[src/rtl/counter_mod_n_pkg.sv]
// Shared constants and helpers for the modulo-N counter family.
// Imported by counter_mod_n and counter_prescaler.
package counter_mod_n_pkg;

  localparam int unsigned DEFAULT_MOD_N = 100;

  localparam logic COUNT_UP = 1'b1;
  localparam logic COUNT_DN = 1'b0;

  // Ceiling log2 with a floor of 1 bit, so degenerate sizes still give a usable vector.
  function automatic int unsigned clog2(input int unsigned n);
    int unsigned w;
    int unsigned v;
    w = 0;
    v = (n > 0) ? n - 1 : 0;
    while (v != 0) begin
      w++;
      v = v >> 1;
    end
    return (w == 0) ? 1 : w;
  endfunction

endpackage

[src/rtl/counter_prescaler.sv]
// Step-enable generator: o_step is high one clock in every PRESCALE clocks.
// Only compiled when COUNTER_MOD_N_PRESCALE_EN is defined.
`ifdef COUNTER_MOD_N_PRESCALE_EN
module counter_prescaler
  import counter_mod_n_pkg::*;
#(
  parameter int unsigned PRESCALE = 10
) (
  input  logic clk,
  input  logic reset_n,
  output logic o_step
);

  localparam int unsigned PhW = clog2(PRESCALE);
  localparam logic [PhW-1:0] PhLast = PhW'(PRESCALE - 1);
  localparam logic [PhW-1:0] PhOne = PhW'(1);

  logic [PhW-1:0] phase_q;
  logic [PhW-1:0] phase_d;

  always_comb begin
    o_step  = (phase_q == PhLast);
    phase_d = o_step ? '0 : phase_q + PhOne;
  end

  // Phase free-runs; only reset_n can realign it.
  always_ff @(posedge clk or negedge reset_n) begin
    if (!reset_n) begin
      phase_q <= '0;
    end else begin
      phase_q <= phase_d;
    end
  end

endmodule
`endif

[src/rtl/counter_mod_n.sv]
// Modulo-N up/down counter with clear, load, terminal-count pulse and a free-running twin.
// Define COUNTER_MOD_N_PRESCALE_EN to advance both counts once every PRESCALE clocks.
module counter_mod_n
  import counter_mod_n_pkg::*;
#(
  parameter int unsigned MOD_N    = DEFAULT_MOD_N,
  parameter int unsigned CNT_W    = clog2(MOD_N),
  parameter int unsigned PRESCALE = 10
) (
  input  logic             clk,
  input  logic             reset_n,
  input  logic             i_en,
  input  logic             i_up,
  input  logic             i_clr,
  input  logic             i_load,
  input  logic [CNT_W-1:0] i_load_val,
  output logic [CNT_W-1:0] o_cnt,
  output logic [CNT_W-1:0] o_cnt_always,
  output logic             o_tc
);

  if (MOD_N < 2) begin : g_bad_mod_n
    $error("counter_mod_n: MOD_N must be at least 2");
  end
  if (PRESCALE < 1) begin : g_bad_prescale
    $error("counter_mod_n: PRESCALE must be at least 1");
  end
  if (CNT_W < clog2(MOD_N)) begin : g_bad_cnt_w
    $error("counter_mod_n: CNT_W too narrow for MOD_N");
  end

  // One spare bit keeps +1/-1 and the load compare free of wrap-around aliasing.
  localparam logic [CNT_W:0] MaxVal = (CNT_W + 1)'(MOD_N - 1);
  localparam logic [CNT_W:0] One    = (CNT_W + 1)'(1);

  logic step;

`ifdef COUNTER_MOD_N_PRESCALE_EN
  counter_prescaler #(
    .PRESCALE(PRESCALE)
  ) u_prescaler (
    .clk    (clk),
    .reset_n(reset_n),
    .o_step (step)
  );
`else
  assign step = 1'b1;
`endif

  logic [CNT_W-1:0] cnt_q;
  logic [CNT_W-1:0] cnt_d;
  logic [CNT_W-1:0] cnt_always_q;
  logic [CNT_W-1:0] cnt_always_d;
  logic             tc_q;
  logic             tc_d;

  logic [CNT_W:0] cnt_ext;
  logic [CNT_W:0] cnt_inc;
  logic [CNT_W:0] cnt_dec;
  logic [CNT_W:0] load_ext;
  logic [CNT_W:0] load_sat;
  logic [CNT_W:0] always_ext;
  logic [CNT_W:0] always_inc;
  logic           at_max;
  logic           at_zero;

  always_comb begin
    cnt_ext    = {1'b0, cnt_q};
    at_max     = (cnt_ext == MaxVal);
    at_zero    = (cnt_ext == '0);
    cnt_inc    = at_max ? '0 : cnt_ext + One;
    cnt_dec    = at_zero ? MaxVal : cnt_ext - One;
    load_ext   = {1'b0, i_load_val};
    load_sat   = (load_ext > MaxVal) ? MaxVal : load_ext;
    always_ext = {1'b0, cnt_always_q};
    always_inc = (always_ext == MaxVal) ? '0 : always_ext + One;
  end

  // Gated count and its terminal-count pulse: clear > load > step > hold.
  always_comb begin
    cnt_d = cnt_q;
    tc_d  = 1'b0;
    if (i_clr) begin
      cnt_d = '0;
    end else if (i_load) begin
      cnt_d = CNT_W'(load_sat);
    end else if (i_en && step) begin
      case (i_up)
        COUNT_UP: begin
          cnt_d = CNT_W'(cnt_inc);
          tc_d  = at_max;
        end
        COUNT_DN: begin
          cnt_d = CNT_W'(cnt_dec);
          tc_d  = at_zero;
        end
      endcase
    end
  end

  always_comb begin
    cnt_always_d = step ? CNT_W'(always_inc) : cnt_always_q;
  end

  always_ff @(posedge clk or negedge reset_n) begin
    if (!reset_n) begin
      cnt_q <= '0;
    end else begin
      cnt_q <= cnt_d;
    end
  end

  always_ff @(posedge clk or negedge reset_n) begin
    if (!reset_n) begin
      cnt_always_q <= '0;
    end else begin
      cnt_always_q <= cnt_always_d;
    end
  end

  always_ff @(posedge clk or negedge reset_n) begin
    if (!reset_n) begin
      tc_q <= 1'b0;
    end else begin
      tc_q <= tc_d;
    end
  end

  assign o_cnt        = cnt_q;
  assign o_cnt_always = cnt_always_q;
  assign o_tc         = tc_q;

  // Wrap-by-compare must keep both counts inside 0..MOD_N-1.
  cnt_range_a : assert property (@(posedge clk) disable iff (!reset_n)
      (32'(cnt_q) < MOD_N));
  cnt_always_range_a : assert property (@(posedge clk) disable iff (!reset_n)
      (32'(cnt_always_q) < MOD_N));

endmodule
[config.mk]
export PLATFORM = sky130hd
export DESIGN_NAME = counter_mod_n
export DESIGN_NICKNAME = d
export VERILOG_FILES = /design/src/rtl/counter_mod_n_pkg.sv /design/src/rtl/counter_prescaler.sv /design/src/rtl/counter_mod_n.sv
export SDC_FILE = /design/constraint.sdc
export NUM_CORES = 1
export LEC_CHECK = 0
export ABC_AREA = 1
export CAP_MARGIN = 5
export CORE_AREA = 2 2 79 51
export CTS_CLUSTER_DIAMETER = 40
export DETAILED_ROUTE_END_ITERATION = 7
export DIE_AREA = 0 0 81 53
export PLACE_DENSITY_LB_ADDON = 0.05
export SLEW_MARGIN = 20
export SYNTH_ARGS = -nofsm -noshare
export SYNTH_HDL_FRONTEND = slang
export SYNTH_SLANG_ARGS = --single-unit
[constraint.sdc]
create_clock -name clk -period 2.4 [get_ports clk]
set_clock_uncertainty 0.15 [all_clocks]
set_input_delay 0.24 -clock clk [delete_from_list [all_inputs] [get_ports clk]]
set_output_delay 0.24 -clock clk [all_outputs]
set_load 0.01 [all_outputs]
==> metrics.txt, run 1 <==
number of buffer and inverter stages on the critical path 1; delay of the slowest cell on the worst path 0.72 ns; count of cells resized by post-cts repair 0; share of the synthesized netlist area taken by xor and xnor gates 0.0294; RSZ-0062 raised after global routing no; count of buffers added by post-CTS timing repair for setup 0; DPL Wire Length 2.49 mm; most frequently used flop master after synthesis sky130_fd_sc_hd__dfrtp_1; combinational family with the most area after synthesis simple AND/OR/NAND/NOR gates; start point of the critical path o_cnt[2]$_DFFE_PN0P_; reg-to-reg slack, setup 0.51 ns; Routed Wire Length 3.05 mm; worst setup slack before clock tree synthesis 0.475 ns; number of antenna violations at the first check in global routing 0; transition at the pin with the smallest max-transition slack 0.638 ns; Post-synth EDFFs 0; Crit Path Max Fanout 11; DRC 0; TritonCTS buffer count 3; Post-Syn Instances 175; post-synthesis sequential element count 15; overall die width 81 µm; IO Count 28; number of H-tree branching levels 1; post-CTS clock slew at the launch and capture registers of the worst setup and hold paths 0.06 ns; initial standard-cell utilization of the core 0.338; library cell used as clock root buffer sky130_fd_sc_hd__clkbuf_8; commonest cells in the netlist 62 x sky130_fd_sc_hd__nand2_1, 20 x sky130_fd_sc_hd__inv_1, 19 x sky130_fd_sc_hd__nand3_1; Post-layout nets 219; Synth Net Count 192; largest net degree at the start of global routing 16; Critical Path End Type output pin; number of buffers between clock root and the deepest sink 2; Core Rows 17; count of vias placed by the detailed router 1175; Worst Path Arrival 1.62 ns; area of the die 4290 µm²; worst reg2reg endpoint o_cnt[6]$_DFFE_PN0P_; final period demand of the worst path 2.01 ns; setup tns final 0 ns; highest clock rate 499 MHz; Worst Path Class, Setup reg2out; number of sinks driven by the clock tree 15; placeable core region 3530 µm²; critical path data required time 2.01 ns; startpoint types register; total setup violations reported at the end of the flow 0; leakage 0.000742 µW; residual overflow from global routing 0; clock tree from TritonCTS done; most frequently used cell type in the post-synthesis netlist sky130_fd_sc_hd__nand2_1; Area growth syn-to-layout 27.3%; count of synthesis-stage warnings from yosys 0; Detailed Routing Iterations Pass 1 5; number of different library cells in the post-synthesis netlist 28; antenna cell count 0; Tcrit/Tclk final 0.836; Total Routing Usage GR 0.163; GPL Wtd Cong 0.863; share of Yosys cell area claimed by the top area cell type 0.315; crit path max-delay cell type sky130_fd_sc_hd__dfrtp_1; number of design-rule violations left by the first detailed-router iteration 69; reg-to-reg critical path startpoint o_cnt[1]$_DFFE_PN0P_; cell types with the largest area share after synthesis sky130_fd_sc_hd__dfrtp_1 31%, sky130_fd_sc_hd__nand2_1 20%, sky130_fd_sc_hd__nand3_1 8.0%, sky130_fd_sc_hd__inv_1 6.3%, sky130_fd_sc_hd__nor2_1 4.4%; asr flop ratio synth 1.00; multiplexer share of the synthesized area 0; storage element area 375 µm²; share of post-route cells with drive strength above 1 0.0647; area of the multi-input gates 686 µm²; final count of hold timing violations 0; Seq/Total Area, Yosys 0.315; run status completed; Levels on crit path 1; headroom to the max-slew limit 0.574; hold_buf cts 0; Adder-Cell Fraction of Synth Area 0.0420; Register-to-Register Path Depth 10; total of max-cap violations 0; CP cell instances clkdlybuf4s50_1; synthesized cell area 1190 µm²; worst setup path endpoint o_cnt[2]; fraction of the mapped netlist area in simple logic gates 0.449; path type of the worst min-delay path in2async; count of filler cells inserted in the layout 372; clock latency reported for the late side of the worst-skew pair 0.24 ns; first-pass GRT wire length 5.20 mm; Setup WS post-layout 0.394 ns; height of the die 53 µm; most area-hungry cell type in the Yosys netlist sky130_fd_sc_hd__dfrtp_1; post-synthesis compound-gate area fraction 0.0546; gate family responsible for the most delay along the worst path flip-flops; routed wire length per instance 12.3 µm; average via count per standard cell 4.74; Antenna Nets Post-Route 0; ratio of total power to cell area 463 nW/µm²; per-instance average area after synthesis 6.81 µm²; highest ir drop seen on vdd 0.195 mV; vias in the first global route 1044; number of buffers added on ports 27; count of pins over their slew limit 0
kinds of logic after synthesis:
group,Yosys count
xor gates and xnor gates,4
AOI/OAI and AO/OA,12
and+or+nand+nor,113
buffers and inverters,27
adders and majority gates,4
DFF,15
through the flow:
stage / hold slack [ns] / util / area [µm²] / total power, µW / std cells
global placement: 0.351 / 0.417 / 1470 / 513 / 244
CTS: 0.262 / 0.430 / 1520 / 713 / 248
global route: 0.307 / 0.430 / 1520 / 754 / 248
detailed placement: 0.353 / 0.417 / 1470 / 512 / 244
finish: 0.241 / 0.430 / 1520 / 703 / 248
floorplan: -0.206 / - / 1190 / 434 / 175
cells in the final DEF, fill, tap and decap left out, drive strengths merged, types with 4 or more instances in the layout:
cell type and instances:
nand2 63, clkdlybuf4s50 27, inv 21, nand3 19, nor2 19, dfrtp 15
a21oi 7, nand4 6, ha 4, clkbuf 4
how the worst min path moves through the flow:
stage / from / endpoint / slack [ns] / cells past startpoint
3_5_place_dp: o_cnt_always[0]$_DFF_PN0_ / o_cnt_always[0]$_DFF_PN0_ / 0.35 / 1
2_1_floorplan: reset_n / o_cnt[0]$_DFFE_PN0P_ / -0.21 / 0
5_1_grt: reset_n / o_cnt_always[5]$_DFF_PN0_ / 0.31 / 1
3_3_place_gp: o_cnt_always[0]$_DFF_PN0_ / o_cnt_always[0]$_DFF_PN0_ / 0.35 / 1
4_1_cts: reset_n / o_cnt_always[6]$_DFF_PN0_ / 0.26 / 1
6_report: reset_n / o_cnt_always[5]$_DFF_PN0_ / 0.24 / 1
flip-flops by register name, indices dropped and copies added (netlist names):
| register | cells |
|---|---|
| o_cnt | 7 |
| o_tc | 1 |
| o_cnt_always | 7 |
power breakdown:
group          switching [µW]  total (µW)  internal, µW
Sequential               39.8         305           265
Clock                    78.9         196           117
Combinational             109         202          93.1
Total                     228         703           475
per-layer routing:
metal,track usage,wire length [µm],up-vias
li1,-,-,611
met1,0.263,1630,517
met2,0.209,1120,44
met3,0.0512,292,3
met4,0.0169,10,0
met5,0,0,-
layout make-up:
type	instances	area share
multi-input combinational	133	0.452
sequential	15	0.247
timing repair buffer	27	0.178
inverter	22	0.0544
tap	47	0.0387
clock buffer	4	0.0297
No activity file was read; power rests on OpenSTA's default activity.
==> run 2, diff against run 1 <==
Clock period 2.4 ns to 1.9 ns, I/O delays scaled along.
==> run 2 against run 1 <==
Core utilization rose by 2.2 points. First-iteration DRC count rose by 39%. Sequential power rose by 25%. Clock-buffer cell count did not move. Highest routed layer unchanged.
==> metrics.txt, run 2 (same netlist as run 1, synthesis figures left out) <==
total of max-cap violations 0 (unchanged); Register-to-Register Path Depth 11 (was 10); reg-to-reg critical path startpoint o_cnt[0]$_DFFE_PN0P_ (was o_cnt[1]$_DFFE_PN0P_); reg-to-reg slack, setup 0.17 ns (was 0.51 ns); Levels on crit path 1 (unchanged); number of buffer and inverter stages on the critical path 1 (unchanged); IO Count 28 (unchanged); number of placed instances with taps included 251 (was 244); clock latency reported for the late side of the worst-skew pair 0.25 ns (was 0.24 ns); Tcrit/Tclk final 0.977; routed wire length per instance 12.7 µm (was 12.3 µm); Total Routing Usage GR 0.169 (was 0.163); Area growth syn-to-layout 33.9% (was 27.3%); share of post-route cells with drive strength above 1 0.123 (was 0.0647); number of H-tree branching levels 1 (unchanged); count of pins over their slew limit 0 (unchanged); TritonCTS buffer count 3 (unchanged); vias in the first global route 1073 (was 1044); antenna cell count 0 (unchanged); average via count per standard cell 4.72 (was 4.74); highest clock rate 539 MHz; leading cell type in the layout, fill and taps excluded sky130_fd_sc_hd__nand2_1 (unchanged); path type of the worst min-delay path in2async (unchanged); number of design-rule violations left by the first detailed-router iteration 96 (was 69); worst reg2reg endpoint o_cnt[4]$_DFFE_PN0P_ (was o_cnt[6]$_DFFE_PN0P_); gate family responsible for the most delay along the worst path flip-flops (unchanged); Routed Wire Length 3.27 mm (was 3.05 mm); Core Rows 17 (unchanged); Post-layout nets 229 (was 219); DPL Wire Length 2.59 mm (was 2.49 mm); GPL Wtd Cong 0.877 (was 0.863); headroom to the max-slew limit 0.682 (was 0.574); fraction of the core area covered by cells at the end of the flow 0.452 (was 0.430); Detailed Routing Iterations Pass 1 4 (was 5); Critical Path End Type output pin (unchanged); worst setup path endpoint o_cnt[4] (was o_cnt[2]); area of the die 4290 µm² (unchanged); number of sinks driven by the clock tree 15 (unchanged); final standard cell count with taps included and fillers excluded 258 (was 248); startpoint types register (unchanged); final period demand of the worst path 1.86 ns; number of buffers added on ports 27 (unchanged); crit path max-delay cell type sky130_fd_sc_hd__dfrtp_1 (unchanged); leakage 0.000790 µW (was 0.000742 µW); critical path data required time 1.56 ns (was 2.01 ns); placeable core region 3530 µm² (unchanged); transition at the pin with the smallest max-transition slack 0.476 ns (was 0.638 ns); RSZ-0062 raised after global routing no (unchanged); final count of hold timing violations 0 (unchanged); count of vias placed by the detailed router 1217 (was 1175); library cell used as clock root buffer sky130_fd_sc_hd__clkbuf_8 (unchanged); start point of the critical path o_cnt[4]$_DFFE_PN0P_ (was o_cnt[2]$_DFFE_PN0P_); number of antenna violations at the first check in global routing 0 (unchanged); commonest cells after routing, fill and taps aside 62 x sky130_fd_sc_hd__nand2_1, 27 x sky130_fd_sc_hd__clkdlybuf4s50_1, 19 x sky130_fd_sc_hd__inv_1, 19 x sky130_fd_sc_hd__nand3_1, 14 x sky130_fd_sc_hd__dfrtp_1 (was 62 x sky130_fd_sc_hd__nand2_1, 27 x sky130_fd_sc_hd__clkdlybuf4s50_1, 20 x sky130_fd_sc_hd__inv_1); run status completed (unchanged); height of the die 53 µm (unchanged); overall die width 81 µm (unchanged); first-pass GRT wire length 5.32 mm (was 5.20 mm); number of buffers between clock root and the deepest sink 2 (unchanged); delay of the slowest cell on the worst path 0.64 ns (was 0.72 ns); clock tree from TritonCTS done (unchanged); initial standard-cell utilization of the core 0.338 (unchanged); DRC 0 (unchanged); largest net degree at the start of global routing 16 (unchanged); CP cell instances clkdlybuf4s50_1 (unchanged); highest ir drop seen on vdd 0.271 mV (was 0.195 mV); post-CTS clock slew at the launch and capture registers of the worst setup and hold paths 0.06 ns (about the same); Worst Path Arrival 1.52 ns (was 1.62 ns); total setup violations reported at the end of the flow 0 (unchanged); Worst Path Class, Setup reg2out (unchanged); ratio of total power to cell area 582 nW/µm² (was 463 nW/µm²); residual overflow from global routing 0 (unchanged); Crit Path Max Fanout 9 (was 11); Antenna Nets Post-Route 0 (unchanged)
[run 2: changes by cell type in the layout (fill, tap and decap cells not counted), sizes merged]
cell	previous run	this run
buf	0	10
[run 2: worst reg2reg max path: stages (launching register included)]
cell and delay [ns]:
sky130_fd_sc_hd__dfrtp_2 0.45, sky130_fd_sc_hd__inv_2 0.13, sky130_fd_sc_hd__ha_1 0.16, sky130_fd_sc_hd__inv_1 0.04
sky130_fd_sc_hd__nor2_2 0.11, sky130_fd_sc_hd__nand4_1 0.17, sky130_fd_sc_hd__nand2_1 0.13, sky130_fd_sc_hd__inv_2 0.06
sky130_fd_sc_hd__nand3_1 0.07, sky130_fd_sc_hd__nand2_1 0.05, sky130_fd_sc_hd__nand2_1 0.06, sky130_fd_sc_hd__nand2_1 0.04
[run 2: worst min-delay path by stage]
| stage | startpoint | cells past startpoint | slack [ns] | to |
|---|---|---|---|---|
| 2_1_floorplan | reset_n | 0 | -0.26 | o_cnt[0]$_DFFE_PN0P_ |
| 3_3_place_gp | o_cnt_always[0]$_DFF_PN0_ | 1 | 0.35 | o_cnt_always[0]$_DFF_PN0_ |
| 3_5_place_dp | o_cnt_always[0]$_DFF_PN0_ | 1 | 0.36 | o_cnt_always[0]$_DFF_PN0_ |
| 4_1_cts | reset_n | 2 | 0.12 | o_cnt_always[3]$_DFF_PN0_ |
| 5_1_grt | reset_n | 2 | 0.15 | o_cnt_always[6]$_DFF_PN0_ |
| 6_report | reset_n | 2 | 0.12 | o_cnt_always[3]$_DFF_PN0_ |
[run 2: report_power, final]
| part | switching, µW | internal [µW] |
|---|---|---|
| clock | 107 | 148 |
| sequential | 44.3 | 335 |
| combinational | 156 | 139 |
| total | 307 | 622 |
[run 2: per-stage QoR]
stage,power (µW),instance area (µm²),TNS (ns),hold slack [ns],worst slack [ns]
finish,930,1600,0,0.119,0.0445
CTS,929,1570,0,0.123,0.0211
detailed placement,667,1530,0,0.365,0.0300
global route,994,1600,0,0.153,0.0249
floorplan,548,1190,0,-0.256,0.313
global placement,668,1530,-0.0160,0.352,-0.0160
[run 2: final cells by class]
cell class / instances / area, µm²
fill: 378 / 1930
multi-input combinational: 133 / 688
sequential: 15 / 377
timing repair buffer: 37 / 345
inverter: 22 / 82.6
tap: 47 / 58.8
clock buffer: 4 / 45.0
[run 2: repair_timing]
| action | 4_1_cts | 5_1_grt |
|---|---|---|
| hold buffers | 0 | 0 |
| endpoints found under the setup margin | 0 | 6 |
| buffers inserted | 0 | 3 |
| gates resized for setup | 0 | 3 |
| endpoints found under the hold margin | 0 | 0 |
[run 2: layer usage]
metal | wire length, µm | up-vias | global-route usage
met3 | 222 | 2 | 0.0461
met2 | 1240 | 37 | 0.219
met5 | 0 | - | 0
met1 | 1800 | 543 | 0.270
li1 | - | 635 | -
met4 | 7 | 0 | 0.0311
==> run 3, diff against run 2 <==
Settings changed: REMOVE_ABC_BUFFERS from default to 1, SLEW_MARGIN 20 to default.
==> run 3 against run 2 <==
Global-route usage down 0.60 points. Power down 1.1%. Hold slack worse by 0.013 ns. Via count down 0.90%. Sequential share of layout area up 0.47 points. Clock power up 5%. Die area unchanged. Critical endpoint is now o_cnt[3]. Core utilization down 0.89 points. First-iteration DRC count up 41%. Sequential power about the same.
==> metrics.txt, run 3 (same netlist as run 1, synthesis figures left out) <==
Internal Dissipation 607 µW (was 622 µW); largest net degree at the start of global routing 16 (unchanged); gate family responsible for the most delay along the worst path buffers and inverters (was flip-flops); reg-to-reg slack, setup 0.14 ns (was 0.17 ns); run status completed (unchanged); setup tns final 0 ns (unchanged); final period demand of the worst path 1.84 ns (was 1.86 ns); path type of the worst min-delay path in2async (unchanged); count of vias placed by the detailed router 1206 (was 1217); count of filler cells inserted in the layout 386 (was 378); number of buffer and inverter stages on the critical path 1 (unchanged); delay of the slowest cell on the worst path 0.63 ns (was 0.64 ns); RSZ-0062 raised after global routing no (unchanged); storage element area 377 µm² (unchanged); number of design-rule violations left by the first detailed-router iteration 135 (was 96); overall power after layout 919 µW (was 930 µW); area of the multi-input gates 686 µm² (was 688 µm²); initial standard-cell utilization of the core 0.338 (unchanged); Worst Path Arrival 1.50 ns (was 1.52 ns); clock tree from TritonCTS done (unchanged); count of buffers added by post-CTS timing repair for setup 0 (unchanged); number of buffers between clock root and the deepest sink 2 (unchanged); headroom to the max-slew limit 0.699 (was 0.682); IO Count 28 (unchanged); average via count per standard cell 4.75 (was 4.72); count of pins over their slew limit 0 (unchanged); hold slack 0.105 ns (was 0.119 ns); startpoint types register (unchanged); vias in the first global route 1010 (was 1073); post-CTS clock slew at the launch and capture registers of the worst setup and hold paths 0.06 ns (about the same); area of the die 4290 µm² (unchanged); transition at the pin with the smallest max-transition slack 0.451 ns (was 0.476 ns); relative contribution of the clock network to total power 0.291 (was 0.274); total setup violations reported at the end of the flow 0 (unchanged); combinational cell fraction of total power 0.295 (was 0.317); highest ir drop seen on vdd 0.234 mV (was 0.271 mV); DRC 0 (unchanged); height of the die 53 µm (unchanged); GPL Wtd Cong 0.878 (was 0.877); Tcrit/Tclk final 0.967 (was 0.977); routed wire length per instance 12.8 µm (was 12.7 µm); number of sinks driven by the clock tree 15 (unchanged); Routed Wire Length 3.24 mm (was 3.27 mm); DPL Wire Length 2.63 mm (was 2.59 mm); CP cell instances clkdlybuf4s50_1 (unchanged); Crit Path Max Fanout 9 (unchanged); share of post-route cells with drive strength above 1 0.101 (was 0.123); antenna cell count 0 (unchanged); first-pass GRT wire length 5.11 mm (was 5.32 mm); Worst Path Class, Setup reg2out (unchanged); overall die width 81 µm (unchanged); residual overflow from global routing 0 (unchanged); register share of total power 0.414 (was 0.408); switching power share of the total 0.339 (was 0.331); final count of hold timing violations 0 (unchanged); Antenna Nets Post-Route 0 (unchanged); highest clock rate 544 MHz (was 539 MHz); Critical Path End Type output pin (unchanged); Core Rows 17 (unchanged); clock latency reported for the late side of the worst-skew pair 0.25 ns (about the same); ratio of total power to cell area 587 nW/µm² (was 582 nW/µm²); leakage 0.000774 µW (was 0.000790 µW); Sw Pwr 312 µW (was 307 µW); leading cell type in the layout, fill and taps excluded sky130_fd_sc_hd__nand2_1 (unchanged); number of H-tree branching levels 1 (unchanged); total of max-cap violations 0 (unchanged); TritonCTS buffer count 3 (unchanged); Post-layout nets 225 (was 229); placeable core region 3530 µm² (unchanged); number of antenna violations at the first check in global routing 0 (unchanged); number of buffers added on ports 27 (unchanged); fraction of the core area covered by cells at the end of the flow 0.443 (was 0.452); Total Routing Usage GR 0.163 (was 0.169); crit path max-delay cell type sky130_fd_sc_hd__clkdlybuf4s50_1 (was sky130_fd_sc_hd__dfrtp_1); Area growth syn-to-layout 31.3% (was 33.9%); library cell used as clock root buffer sky130_fd_sc_hd__clkbuf_8 (unchanged); Detailed Routing Iterations Pass 1 5 (was 4); critical path data required time 1.56 ns (about the same); commonest cells after routing, fill and taps aside 62 x sky130_fd_sc_hd__nand2_1, 27 x sky130_fd_sc_hd__clkdlybuf4s50_1, 20 x sky130_fd_sc_hd__inv_1 (was 62 x sky130_fd_sc_hd__nand2_1, 27 x sky130_fd_sc_hd__clkdlybuf4s50_1, 19 x sky130_fd_sc_hd__inv_1, 19 x sky130_fd_sc_hd__nand3_1, 14 x sky130_fd_sc_hd__dfrtp_1)
==> run 3: cell count changes in the layout (fill, tap and decap cells not counted), sizes merged <==
cell,before,now
clkinv,1,2
buf,10,6
clkbuf,4,3
==> run 3: power by group through the flow <==
stage          Clock (µW)  Sequential (µW)  Combinational, µW
2_1_floorplan           0              385                145
3_3_place_gp            0              386                272
3_5_place_dp            0              385                272
4_1_cts               279              379                273
5_1_grt               292              384                303
6_report              267              380                271
==> run 3: layer usage <==
| metal | up-vias | track usage | wire, µm |
|---|---|---|---|
| met2 | 38 | 0.225 | 1300 |
| met5 | - | 0 | 0 |
| met1 | 551 | 0.248 | 1720 |
| met4 | 0 | 0.0424 | 0 |
| li1 | 617 | - | - |
| met3 | 0 | 0.0392 | 225 |
==> run 3: cell type report <==
class / count / area share
clock buffers: 3 / 0.0264
clock inverters: 1 / 0.00320
inverters: 22 / 0.0528
multi-input cells: 133 / 0.438
flip-flops and latches: 15 / 0.241
well taps: 47 / 0.0376
repair buffers: 33 / 0.201
==> run 3: repair_timing <==
action | CTS | global route
endpoints found under the setup margin | 0 | 3
hold endpoints to repair | 0 | 0
hold buffers | 0 | 0
gates resized for setup | 0 | 1
==> run 3: path summary, 6_finish.rpt <==
kind                                      startpoint                        end  depth (start not counted)
setup / recovery                o_cnt[3]$_DFFE_PN0P_                   o_cnt[3]                          1
max in group asynchronous                    reset_n       o_cnt[0]$_DFFE_PN0P_                          2
hold reg to reg            o_cnt_always[0]$_DFF_PN0_  o_cnt_always[0]$_DFF_PN0_                          1
setup reg to reg                o_cnt[0]$_DFFE_PN0P_       o_cnt[4]$_DFFE_PN0P_                         11
min in group clk           o_cnt_always[0]$_DFF_PN0_  o_cnt_always[0]$_DFF_PN0_                          1
hold / removal                               reset_n  o_cnt_always[6]$_DFF_PN0_                          2
==> run 3: stage by stage <==
stage	setup slack, ns	cells	area [µm²]
after global routing	0.00559	254	1570
after global placement	0.124	250	1520
after CTS	0.0570	254	1560
final	0.0622	254	1570
after floorplan	0.303	170	1140
after detailed placement	0.151	250	1520
